==> src/rtl/aes_key_expand_ctrl.sv <==
// AES-128 key-expansion sequencer.
// Builds the 40-word key schedule one word per cycle. It borrows the shared
// S-box through sub_req/sub_gnt and streams round keys 0..10 over rk_valid/rk_ready.
// Optional build macro: AES_KEYEXP_RESTART_EN. When it is defined, a start
// while busy aborts the running expansion and reloads the new key.
module aes_key_expand_ctrl (
  input  logic         clk,
  input  logic         reset,
  input  logic         start,
  input  logic [127:0] key_in,
  output logic         busy,
  output logic         rk_valid,
  input  logic         rk_ready,
  output logic [3:0]   rk_round,
  output logic [127:0] rk_key,
  output logic         done,
  output logic         sub_req,
  input  logic         sub_gnt,
  output logic [31:0]  sub_in,
  input  logic [31:0]  sub_out
);

  typedef enum logic [1:0] {
    S_IDLE   = 2'd0,
    S_EMIT   = 2'd1,
    S_EXPAND = 2'd2,
    S_FINISH = 2'd3
  } state_e;

`ifdef AES_KEYEXP_RESTART_EN
  localparam logic RESTART_EN = 1'b1;
`else
  localparam logic RESTART_EN = 1'b0;
`endif

  localparam logic [3:0] LAST_ROUND = 4'd10;

  // Round constant for rounds 1..10; anything else yields zero.
  function automatic logic [7:0] rcon(input logic [3:0] rnd);
    logic [7:0] val;
    case (rnd)
      4'd1:    val = 8'h01;
      4'd2:    val = 8'h02;
      4'd3:    val = 8'h04;
      4'd4:    val = 8'h08;
      4'd5:    val = 8'h10;
      4'd6:    val = 8'h20;
      4'd7:    val = 8'h40;
      4'd8:    val = 8'h80;
      4'd9:    val = 8'h1b;
      4'd10:   val = 8'h36;
      default: val = 8'h00;
    endcase
    return val;
  endfunction

  // aesRotateWord: cyclic left rotate by one byte.
  function automatic logic [31:0] rot_word(input logic [31:0] w);
    return {w[23:0], w[31:24]};
  endfunction

  state_e           state_q, state_d;
  logic [3:0][31:0] w_q, w_d;
  logic [3:0]       round_q, round_d;
  logic [1:0]       j_q, j_d;
  logic [127:0]     rk_key_q, rk_key_d;
  logic [3:0]       rk_round_q, rk_round_d;
  logic             busy_q, busy_d;
  logic             rk_valid_q, rk_valid_d;
  logic             done_q, done_d;
  logic             sub_req_q, sub_req_d;
  logic             disable_rotate_s;
  logic [31:0]      rot_out_s;
  logic [31:0]      new_word_s;
  logic             load_s;

  // Shared rotate unit: rotates W3 only in the first word step of a round.
  always_comb begin
    disable_rotate_s = !((state_q == S_EXPAND) && (j_q == 2'd0));
    if (disable_rotate_s) begin
      rot_out_s = w_q[3];
    end else begin
      rot_out_s = rot_word(w_q[3]);
    end
  end

  // New schedule word for the current step j.
  always_comb begin
    new_word_s = 32'h0000_0000;
    case (j_q)
      2'd0:    new_word_s = w_q[0] ^ sub_out ^ {rcon(round_q + 4'd1), 24'h00_0000};
      2'd1:    new_word_s = w_q[1] ^ w_q[0];
      2'd2:    new_word_s = w_q[2] ^ w_q[1];
      2'd3:    new_word_s = w_q[3] ^ w_q[2];
      default: new_word_s = 32'h0000_0000;
    endcase
  end

  // Next-state logic: key load, emit handshake, and in-place word expansion.
  always_comb begin
    state_d    = state_q;
    w_d        = w_q;
    round_d    = round_q;
    j_d        = j_q;
    rk_key_d   = rk_key_q;
    rk_round_d = rk_round_q;
    load_s     = start && ((state_q == S_IDLE) || RESTART_EN);
    if (load_s) begin
      w_d[0]     = key_in[127:96];
      w_d[1]     = key_in[95:64];
      w_d[2]     = key_in[63:32];
      w_d[3]     = key_in[31:0];
      round_d    = 4'd0;
      j_d        = 2'd0;
      rk_key_d   = key_in;
      rk_round_d = 4'd0;
      state_d    = S_EMIT;
    end else begin
      case (state_q)
        S_IDLE: begin
          state_d = S_IDLE;
        end
        S_EMIT: begin
          if (rk_ready) begin
            if (round_q == LAST_ROUND) begin
              state_d = S_FINISH;
            end else begin
              state_d = S_EXPAND;
              j_d     = 2'd0;
            end
          end else begin
            state_d = S_EMIT;
          end
        end
        S_EXPAND: begin
          // Step j=0 needs the S-box; without a grant nothing moves.
          if ((j_q != 2'd0) || sub_gnt) begin
            w_d[j_q] = new_word_s;
            if (j_q == 2'd3) begin
              state_d    = S_EMIT;
              j_d        = 2'd0;
              round_d    = round_q + 4'd1;
              rk_round_d = round_q + 4'd1;
              rk_key_d   = {w_q[0], w_q[1], w_q[2], new_word_s};
            end else begin
              j_d = j_q + 2'd1;
            end
          end else begin
            state_d = S_EXPAND;
          end
        end
        S_FINISH: begin
          state_d = S_IDLE;
        end
        default: begin
          state_d = S_IDLE;
        end
      endcase
    end
    busy_d     = (state_d != S_IDLE);
    rk_valid_d = (state_d == S_EMIT);
    done_d     = (state_d == S_FINISH);
    sub_req_d  = (state_d == S_EXPAND) && (j_d == 2'd0);
  end

  // State, key window and registered outputs; reset clears everything at once.
  always_ff @(posedge clk or posedge reset) begin
    if (reset) begin
      state_q    <= S_IDLE;
      w_q        <= '{default: 32'h0000_0000};
      round_q    <= 4'd0;
      j_q        <= 2'd0;
      rk_key_q   <= 128'h0;
      rk_round_q <= 4'd0;
      busy_q     <= 1'b0;
      rk_valid_q <= 1'b0;
      done_q     <= 1'b0;
      sub_req_q  <= 1'b0;
    end else begin
      state_q    <= state_d;
      w_q        <= w_d;
      round_q    <= round_d;
      j_q        <= j_d;
      rk_key_q   <= rk_key_d;
      rk_round_q <= rk_round_d;
      busy_q     <= busy_d;
      rk_valid_q <= rk_valid_d;
      done_q     <= done_d;
      sub_req_q  <= sub_req_d;
    end
  end

  assign busy     = busy_q;
  assign rk_valid = rk_valid_q;
  assign rk_round = rk_round_q;
  assign rk_key   = rk_key_q;
  assign done     = done_q;
  assign sub_req  = sub_req_q;
  assign sub_in   = rot_out_s;

endmodule

==> config.mk <==
export PLATFORM = sky130hd
export DESIGN_NAME = aes_key_expand_ctrl
export DESIGN_NICKNAME = d
export VERILOG_FILES = /design/src/rtl/aes_key_expand_ctrl.sv
export SDC_FILE = /design/constraint.sdc
export NUM_CORES = 1
export LEC_CHECK = 0
export BUFFER_PORTS_ARGS = -buffer_cell sky130_fd_sc_hd__buf_4
export CORE_ASPECT_RATIO = 0.8
export CORE_MARGIN = 10
export CORE_UTILIZATION = 55
export DETAILED_ROUTE_END_ITERATION = 7
export GPL_TIMING_DRIVEN = 0
export PLACE_DENSITY = 0.81
export RECOVER_POWER = 25
export SYNTH_ARGS = -nofsm -noshare
export SYNTH_HDL_FRONTEND = slang
export SYNTH_SLANG_ARGS = --single-unit
==> constraint.sdc <==
create_clock -name clk -period 16.4 [get_ports clk]
set_clock_uncertainty 0.1 [all_clocks]
set_input_delay 0.82 -clock clk [delete_from_list [all_inputs] [get_ports clk]]
set_output_delay 0.82 -clock clk [all_outputs]
set_load 0.1 [all_outputs]
==> impl_metrics.env, run 1 <==
export IMPL_status="complete, but fails checks"
export IMPL_violations="max-capacitance violations, max-slew violations"
export IMPL_grt_max_degree=112
export IMPL_coreArea_um2=25300
export IMPL_cts_buffers=29
export IMPL_overflow=0
export IMPL_r2r_slack_ps=13360
export IMPL_fin_hold_ws_ps=383
export IMPL_syn_to_final_growth_pct=27.2
export IMPL_reg2reg_to="w_q[40]"
export IMPL_setup_worst_path_class="input port to asynchronous set/reset pin"
export IMPL_relSlewSlack_pct=-291
export IMPL_grt_pass1_vias=14000
export IMPL_setup_tns_ps=0
export IMPL_min_path_type="flip-flop to flip-flop"
export IMPL_drt_pass1_iter_count=6
export IMPL_holdPathStages=1
export IMPL_die_area_um2=32600
export IMPL_cts_root_buffer="clkbuf_16"
export IMPL_grt_first_pass_wirelength_um=88700
export IMPL_rsz0062_at_grt="no"
export IMPL_nNetsFinal=2013
export IMPL_wl_um=60700
export IMPL_synth_yosys_seq_area_share_pct=47.4
export IMPL_synth_area_leaders="dfrtp_1 (47%), xor2_1 (7.8%), nand2_1 (6.4%)"
export IMPL_cpPeakStageDelay_ps=4190
export IMPL_syn_area_per_cell_um2=9.62
export IMPL_post_cts_resized=0
export IMPL_netlist_top_cells_count="dfrtp_1 (268), nand2_1 (240), xor2_1 (126)"
export IMPL_fill_cells=2002
export IMPL_postCtsHoldBufs=0
export IMPL_drv_cap=3
export IMPL_reg2reg_from="state_q[0]"
export IMPL_multi_input_comb_area_um2=6850
export IMPL_max_freq_ghz=0.130
export IMPL_hold_viol=0
export IMPL_synth_edf_count=0
export IMPL_crit_path_top_delay_cell="clkbuf_1"
export IMPL_pin_count=333
export IMPL_cts_tree="yes"
export IMPL_cp_num_buf_inv=3
export IMPL_maxSlewViolCount=273
export IMPL_die_y_um=163
export IMPL_yosysWarnings=0
export IMPL_synth_top_area_share_pct=47.4
export IMPL_hold_start="rk_key[10]"
export IMPL_start_kind="input port"
export IMPL_regArea_um2=6710
export IMPL_drive_gt1_share_pct=26.1
export IMPL_netlist_area_um2=14100
export IMPL_critical_path_top_delay_family="buffers and inverters"
export IMPL_period_needed_ps=7680
export IMPL_portBuffers=332
export IMPL_drc=0
export IMPL_drtIter0Drc=1947
export IMPL_crit_start="reset"
export IMPL_setup_worst_path_end_class="asynchronous set/reset pin"
export IMPL_antenna_found_initial=0
export IMPL_wl_per_cell_um=27.9
export IMPL_h_tree_depth=1
export IMPL_die_x_um=199
export IMPL_antenna_cells=0
export IMPL_yosysUniqueCellTypes=58
export IMPL_cts_setup_buffers=0
export IMPL_yosys_most_used_dff="dfrtp_1"
export IMPL_synth_largest_area_cell="dfrtp_1"
export IMPL_num_vias=14100
export IMPL_cp_max_fo=111
export IMPL_worstPathArrival_ps=6810
export IMPL_num_rows=52
export IMPL_ant_nets=0
export IMPL_initial_core_util_pct=55.8
export IMPL_cts_sinks=268
export IMPL_vias_per_cell=6.48
export IMPL_synth_seq_cells=268
export IMPL_worstMarginPinSlew_ps=5870
export IMPL_clk_latency_ps=560
export IMPL_syn_inst=1469
export IMPL_reg2reg_depth=7
export IMPL_clk_pin_slew_ps=60
export IMPL_crit_path_cell_trace="clkbuf_4 -> clkinvlp_2 -> clkbuf_1"
export IMPL_gp_congestion=1.00
export IMPL_track_usage_pct=36.1
export IMPL_worstPathRequired_ps=15530
export IMPL_setup_viol=0
export IMPL_post_route_util_pct=71.0
export IMPL_hpwl_um=45200
export IMPL_cts_max_path_buffers=3
export IMPL_synth_fp_nets=1648
export IMPL_fin_crit_sh_pct=46.9
export IMPL_yosysMostFrequentCell="dfrtp_1"
export IMPL_whs_endpoint="rk_key[10]"
export IMPL_async_flop_share_pct=100
[worst max path at each step]
stage,slack [ps],cells past startpoint,endpoint
2_1_floorplan,8100,1,busy
3_3_place_gp,4890,2,rk_key[111]
3_5_place_dp,13360,6,w_q[32]
4_1_cts,12780,7,sub_in[20]
5_1_grt,7230,3,w_q[98]
6_report,8720,3,w_q[12]
[cells in the final DEF, fill, tap and decap left out, types with 3 or more instances in the layout]
cell,n
a211o_1,25
buf_1,4
inv_1,12
clkbuf_16,29
o31ai_1,15
a21o_1,51
nand2b_1,11
ha_1,14
buf_2,42
xor2_1,126
and3_1,18
a222oi_1,29
a211oi_1,6
a21oi_1,29
nor2_1,112
buf_4,346
clkbuf_8,6
o21ai_1,3
dfrtp_1,268
clkinv_2,6
clkbuf_1,54
o211ai_1,26
a221o_1,4
o21ai_0,111
nand2_1,240
xnor2_1,9
a31oi_1,78
nand3_1,4
mux2_2,32
a22oi_1,58
mux2i_1,28
and2_1,8
nor3_1,5
or2_2,3
[kinds of logic after synthesis]
kind of cell	Yosys count	synth area share [%]
AOI/OAI and AO/OA	453	21.8
and+or+nand+nor	416	12.3
DFF	268	47.4
xor gates and xnor gates	136	8.48
buffers and inverters	122	4.12
muxes	60	4.53
adders and majority gates	14	1.24
[layer usage]
metal	GRT usage [%]	vias up	part of all wire, %
li1	-	5975	-
met5	0	-	0
met4	13.8	0	4.1
met2	53.6	1057	44
met1	47.4	6932	38
met3	12.8	157	14
[flip-flops by register name (all words and copies together), names as in the netlist]
| name | count |
|---|---|
| rk_key | 128 |
| w_q | 128 |
| rk_round | 4 |
| j_q | 2 |
| state_q | 2 |
| busy | 1 |
| done | 1 |
| rk_valid | 1 |
| sub_req | 1 |
[metrics by stage]
step	cells	area, µm²	worst slack (ps)
3_5_place_dp	2127	17100	13360
2_1_floorplan	1469	14100	8100
3_3_place_gp	2125	17000	4890
6_report	2178	18000	8720
4_1_cts	2178	18000	12780
5_1_grt	2178	18000	7230
[layout make-up]
type                            count  share of cell area, %
Inverter                           13                  0.278
Timing Repair Buffer              334                   13.9
Clock buffer                       41                   4.62
Tap cell                          324                   2.25
Sequential cell                   268                   37.3
Multi-Input combinational cell   1079                   38.1
Buffer                            109                   2.96
Clock inverter                     10                  0.592
Power of run 1 is left out: the tool's default activity adds up to more than one toggle a clock period on the data nets, which glitch-free logic cannot reach.
==> inputs of run 2 (changes only) <==
CORE_UTILIZATION = 49   (was 55)
PLACE_DENSITY = 0.77   (was 0.81)
clock period = 6.5 ns   (was 16.4 ns; I/O delays follow)
==> run 2 against run 1 <==
The run still ends with max-capacitance violations, max-slew violations left; count of clock-buffer cells in the layout is 5 lower; die area is 11% higher; non-clock buffer count is 104 higher.
==> impl_metrics.env, run 2 (synthesis results as in run 1) <==
export IMPL_postCtsHoldBufs=98
export IMPL_cts_sinks=268
export IMPL_post_route_util_pct=67.4
export IMPL_antenna_found_initial=1
export IMPL_setup_viol=0
export IMPL_status="complete, but fails checks"
export IMPL_overflow=0
export IMPL_antenna_cells=0
export IMPL_pin_count=333
export IMPL_min_path_type="input port to flip-flop"
export IMPL_coreArea_um2=28400
export IMPL_grt_first_pass_wirelength_um=92800
export IMPL_portBuffers=332
export IMPL_reg2reg_to="w_q[47]"
export IMPL_setup_worst_path_end_class="asynchronous set/reset pin"
export IMPL_hold_viol=0
export IMPL_max_freq_ghz=0.254
export IMPL_start_kind="input port"
export IMPL_vias_per_cell=6.33
export IMPL_drive_gt1_share_pct=25.1
export IMPL_violations="max-capacitance violations, max-slew violations"
export IMPL_r2r_slack_ps=3430
export IMPL_cts_root_buffer="clkbuf_16"
export IMPL_final_common_cell="buf_4"
export IMPL_setup_worst_path_class="input port to asynchronous set/reset pin"
export IMPL_worstPathArrival_ps=4160
export IMPL_relSlewSlack_pct=-19.8
export IMPL_rsz0062_at_grt="no"
export IMPL_grt_pass1_vias=14600
export IMPL_h_tree_depth=1
export IMPL_nNetsFinal=2117
export IMPL_track_usage_pct=33.8
export IMPL_worstMarginPinSlew_ps=1800
export IMPL_hold_start="key_in[13]"
export IMPL_hpwl_um=46900
export IMPL_die_area_um2=36100
export IMPL_initial_core_util_pct=49.9
export IMPL_worstPathRequired_ps=6720
export IMPL_clk_latency_ps=560
export IMPL_post_dp_cell_area_um2=17300
export IMPL_cts_max_path_buffers=3
export IMPL_drv_cap=2
export IMPL_most_common_layout_cells="buf_4 (344), dfrtp_1 (268), nand2_1 (240)"
export IMPL_post_cts_resized=0
export IMPL_cts_tree="yes"
export IMPL_reg2reg_from="state_q[1]"
export IMPL_cp_max_fo=31
export IMPL_drt_pass1_iter_count=8
export IMPL_syn_to_final_growth_pct=35.1
export IMPL_die_x_um=210
export IMPL_wl_um=63800
export IMPL_cts_setup_buffers=0
export IMPL_die_y_um=172
export IMPL_whs_endpoint="w_q[109]"
export IMPL_cts_buffers=29
export IMPL_maxSlewViolCount=61
export IMPL_fin_crit_sh_pct=60.7
export IMPL_gp_congestion=1.02
export IMPL_setup_tns_ps=0
export IMPL_clk_pin_slew_ps=60
export IMPL_ant_nets=0
export IMPL_grt_max_degree=42
export IMPL_drc=0
export IMPL_final_area_um2=19100
export IMPL_holdPathStages=4
export IMPL_num_rows=55
export IMPL_drtIter0Drc=1942
export IMPL_wl_per_cell_um=27.4
export IMPL_reg2reg_depth=7
export IMPL_period_needed_ps=3940
export IMPL_fin_hold_ws_ps=33.3
export IMPL_num_vias=14800
[run 2: changes by cell type in the layout (fill, tap and decap cells not counted), sizes merged]
cell         before  now
bufinv            2    1
dlygate4sd3       0   98
clkinvlp          2    4
buf             394  397
clkbuf           90   88
inv              13   12
clkinv            6   13
[run 2: how the worst max path moves through the flow]
| stage | to | from | slack, ps | depth (start not counted) |
|---|---|---|---|---|
| after CTS | sub_in[11] | state_q[0] | 3390 | 7 |
| after global placement | rk_key[111] | reset | 830 | 2 |
| after global routing | rk_key[9] | reset | 1850 | 5 |
| after floorplan | busy | reset | 2540 | 1 |
| final | w_q[8] | reset | 2560 | 5 |
| after detailed placement | w_q[47] | state_q[0] | 3640 | 7 |
[run 2: worst max-delay path, cell delays in order]
cell,delay [ps]
dlygate4sd3_1,550
clkbuf_4,140
clkinvlp_2,690
clkbuf_1,1060
clkbuf_1,1360
[run 2: area by class of cell]
| cell class | instances | area (µm²) |
|---|---|---|
| inverters | 13 | 50.0 |
| well taps | 370 | 463 |
| repair buffers | 438 | 3580 |
| clock buffers | 36 | 802 |
| flip-flops and latches | 268 | 6710 |
| multi-input cells | 1079 | 6850 |
| fillers | 2287 | 9260 |
| plain buffers | 109 | 533 |
| clock inverters | 17 | 118 |
[run 2: stage by stage]
step,instances,setup slack [ps]
6_report,2330,2560
2_1_floorplan,1469,2540
5_1_grt,2330,1850
3_5_place_dp,2179,3640
3_3_place_gp,2171,825
4_1_cts,2330,3390
[run 2: per-layer routing]
layer	share of wire, %	track usage (%)	vias up
li1	-	-	6181
met1	39	44.5	7333
met2	45	53.0	1054
met3	12	8.18	187
met4	4.3	13.0	0
met5	0	0	-
Power of run 2 is left out for the same reason.
==> inputs of run 3 (changes only) <==
CORE_UTILIZATION = 55   (was 49)
PLACE_DENSITY = 0.81   (was 0.77)
clock period = 3.8 ns   (was 6.5 ns; I/O delays follow)
==> run 3 against run 2 <==
The flow finishes with violations (design-rule violations, max-capacitance violations, max-slew violations); non-clock buffer count is 30 higher; sequential cell count stayed put; setup slack worse by 1900 ps; core utilization is 9.2 points higher; routed wire length is 0.85% higher; sequential share of layout area is 0.49 points lower; final cell count is 0.69% lower; count of clock-buffer cells in the layout is 5 higher.
==> impl_metrics.env, run 3 (synthesis results as in run 1) <==
export IMPL_status="complete, but fails checks"
export IMPL_violations="design-rule violations, max-capacitance violations, max-slew violations"
export IMPL_cts_buffers=28
export IMPL_hpwl_um=45700
export IMPL_wl_per_cell_um=27.8
export IMPL_drc=7
export IMPL_setup_tns_ps=0
export IMPL_wl_um=64400
export IMPL_cp_max_fo=10
export IMPL_worstPathArrival_ps=3420
export IMPL_crit_path_top_delay_cell="clkbuf_1"
export IMPL_grt_pass1_vias=15200
export IMPL_post_route_util_pct=76.5
export IMPL_num_vias=15200
export IMPL_cts_root_buffer="clkbuf_16"
export IMPL_drtIter0Drc=2105
export IMPL_final_common_cell="buf_4"
export IMPL_period_needed_ps=3120
export IMPL_setup_worst_path_end_class="flip-flop"
export IMPL_overflow=0
export IMPL_cts_setup_buffers=0
export IMPL_antenna_found_initial=3
export IMPL_max_freq_ghz=0.320
export IMPL_die_y_um=163
export IMPL_grt_first_pass_wirelength_um=94700
export IMPL_drt_pass1_iter_count=8
export IMPL_clk_latency_ps=550
export IMPL_initial_core_util_pct=55.8
export IMPL_cts_sinks=268
export IMPL_syn_to_final_growth_pct=37.0
export IMPL_h_tree_depth=1
export IMPL_pin_count=333
export IMPL_setup_viol=0
export IMPL_cp_common_cell="clkbuf_1"
export IMPL_cpPeakStageDelay_ps=570
export IMPL_grt_max_degree=43
export IMPL_fin_ws_ps=676
export IMPL_detailedPlace_worstSlack_ps=927
export IMPL_start_kind="flip-flop"
export IMPL_nNetsFinal=2146
export IMPL_portBuffers=332
export IMPL_crit_path_cell_trace="inv_1 -> ha_1 -> nand3_1 -> and2_1 -> clkbuf_1 -> nand2b_1 -> clkbuf_1 -> buf_2 -> o211ai_1"
export IMPL_clk_pin_slew_ps=70
export IMPL_drv_cap=2
export IMPL_setup_worst_path_class="flip-flop to flip-flop"
export IMPL_cts_tree="yes"
export IMPL_cts_max_path_buffers=3
export IMPL_drive_gt1_share_pct=24.5
export IMPL_worstPathRequired_ps=4100
export IMPL_vias_per_cell=6.55
export IMPL_min_path_type="input port to flip-flop"
export IMPL_track_usage_pct=38.3
export IMPL_gp_congestion=1.01
export IMPL_die_x_um=199
export IMPL_fin_crit_sh_pct=82.2
export IMPL_maxSlewViolCount=63
export IMPL_hold_viol=0
export IMPL_rsz0062_at_grt="no"
export IMPL_ant_nets=0
export IMPL_most_common_layout_cells="buf_4 (346), dfrtp_1 (268), nand2_1 (240)"
export IMPL_worstMarginPinSlew_ps=1920
export IMPL_fin_hold_ws_ps=62.9
export IMPL_relSlewSlack_pct=-28.1
export IMPL_num_rows=52
export IMPL_die_area_um2=32600
export IMPL_coreArea_um2=25300
[run 3: layer usage]
metal	track usage (%)	up-vias	wire length, µm
li1	-	6236	-
met1	49.7	7324	23800
met2	57.0	1305	27700
met3	12.1	298	9000
met4	19.1	0	3870
met5	0	-	0
[run 3: critical path: cells and delay by family, from the launching register on]
family,cells,cell delay [ps]
buffers and inverters,4,1440
DFF,1,490
and+or+nand+nor,3,440
adders and majority gates,1,290
AOI/OAI and AO/OA,1,190
[run 3: stage by stage]
step | instances | instance area, µm²
2_1_floorplan | 1469 | 14100
3_3_place_gp | 2125 | 17000
3_5_place_dp | 2133 | 17200
4_1_cts | 2312 | 19400
5_1_grt | 2314 | 19400
6_report | 2314 | 19400
[run 3: repair_timing]
item                      in CTS  in global routing
hold endpoints to repair     320                  0
resized for setup              0                  0
hold buffers                 128                  0
[run 3: area by class of cell]
type	count	area [µm²]
diodes	2	5.00
plain buffers	109	533
clock buffers	41	821
clock inverters	10	111
fillers	1739	5940
inverters	13	50.0
multi-input cells	1079	6850
flip-flops and latches	268	6710
well taps	324	405
repair buffers	468	3890
[run 3: worst paths after layout]
path / slack (ps) / to / cells past startpoint / from
max: 680 / w_q[12] / 9 / j_q[0]
min: 60 / busy / 5 / rk_ready
max reg2reg: 680 / w_q[12] / 9 / j_q[0]
min reg2reg: 390 / rk_key[6] / 1 / rk_key[6]
max in group asynchronous: 820 / rk_key[69] / 5 / reset
min in group asynchronous: 150 / w_q[28] / 3 / reset
Power of run 3 is left out for the same reason.
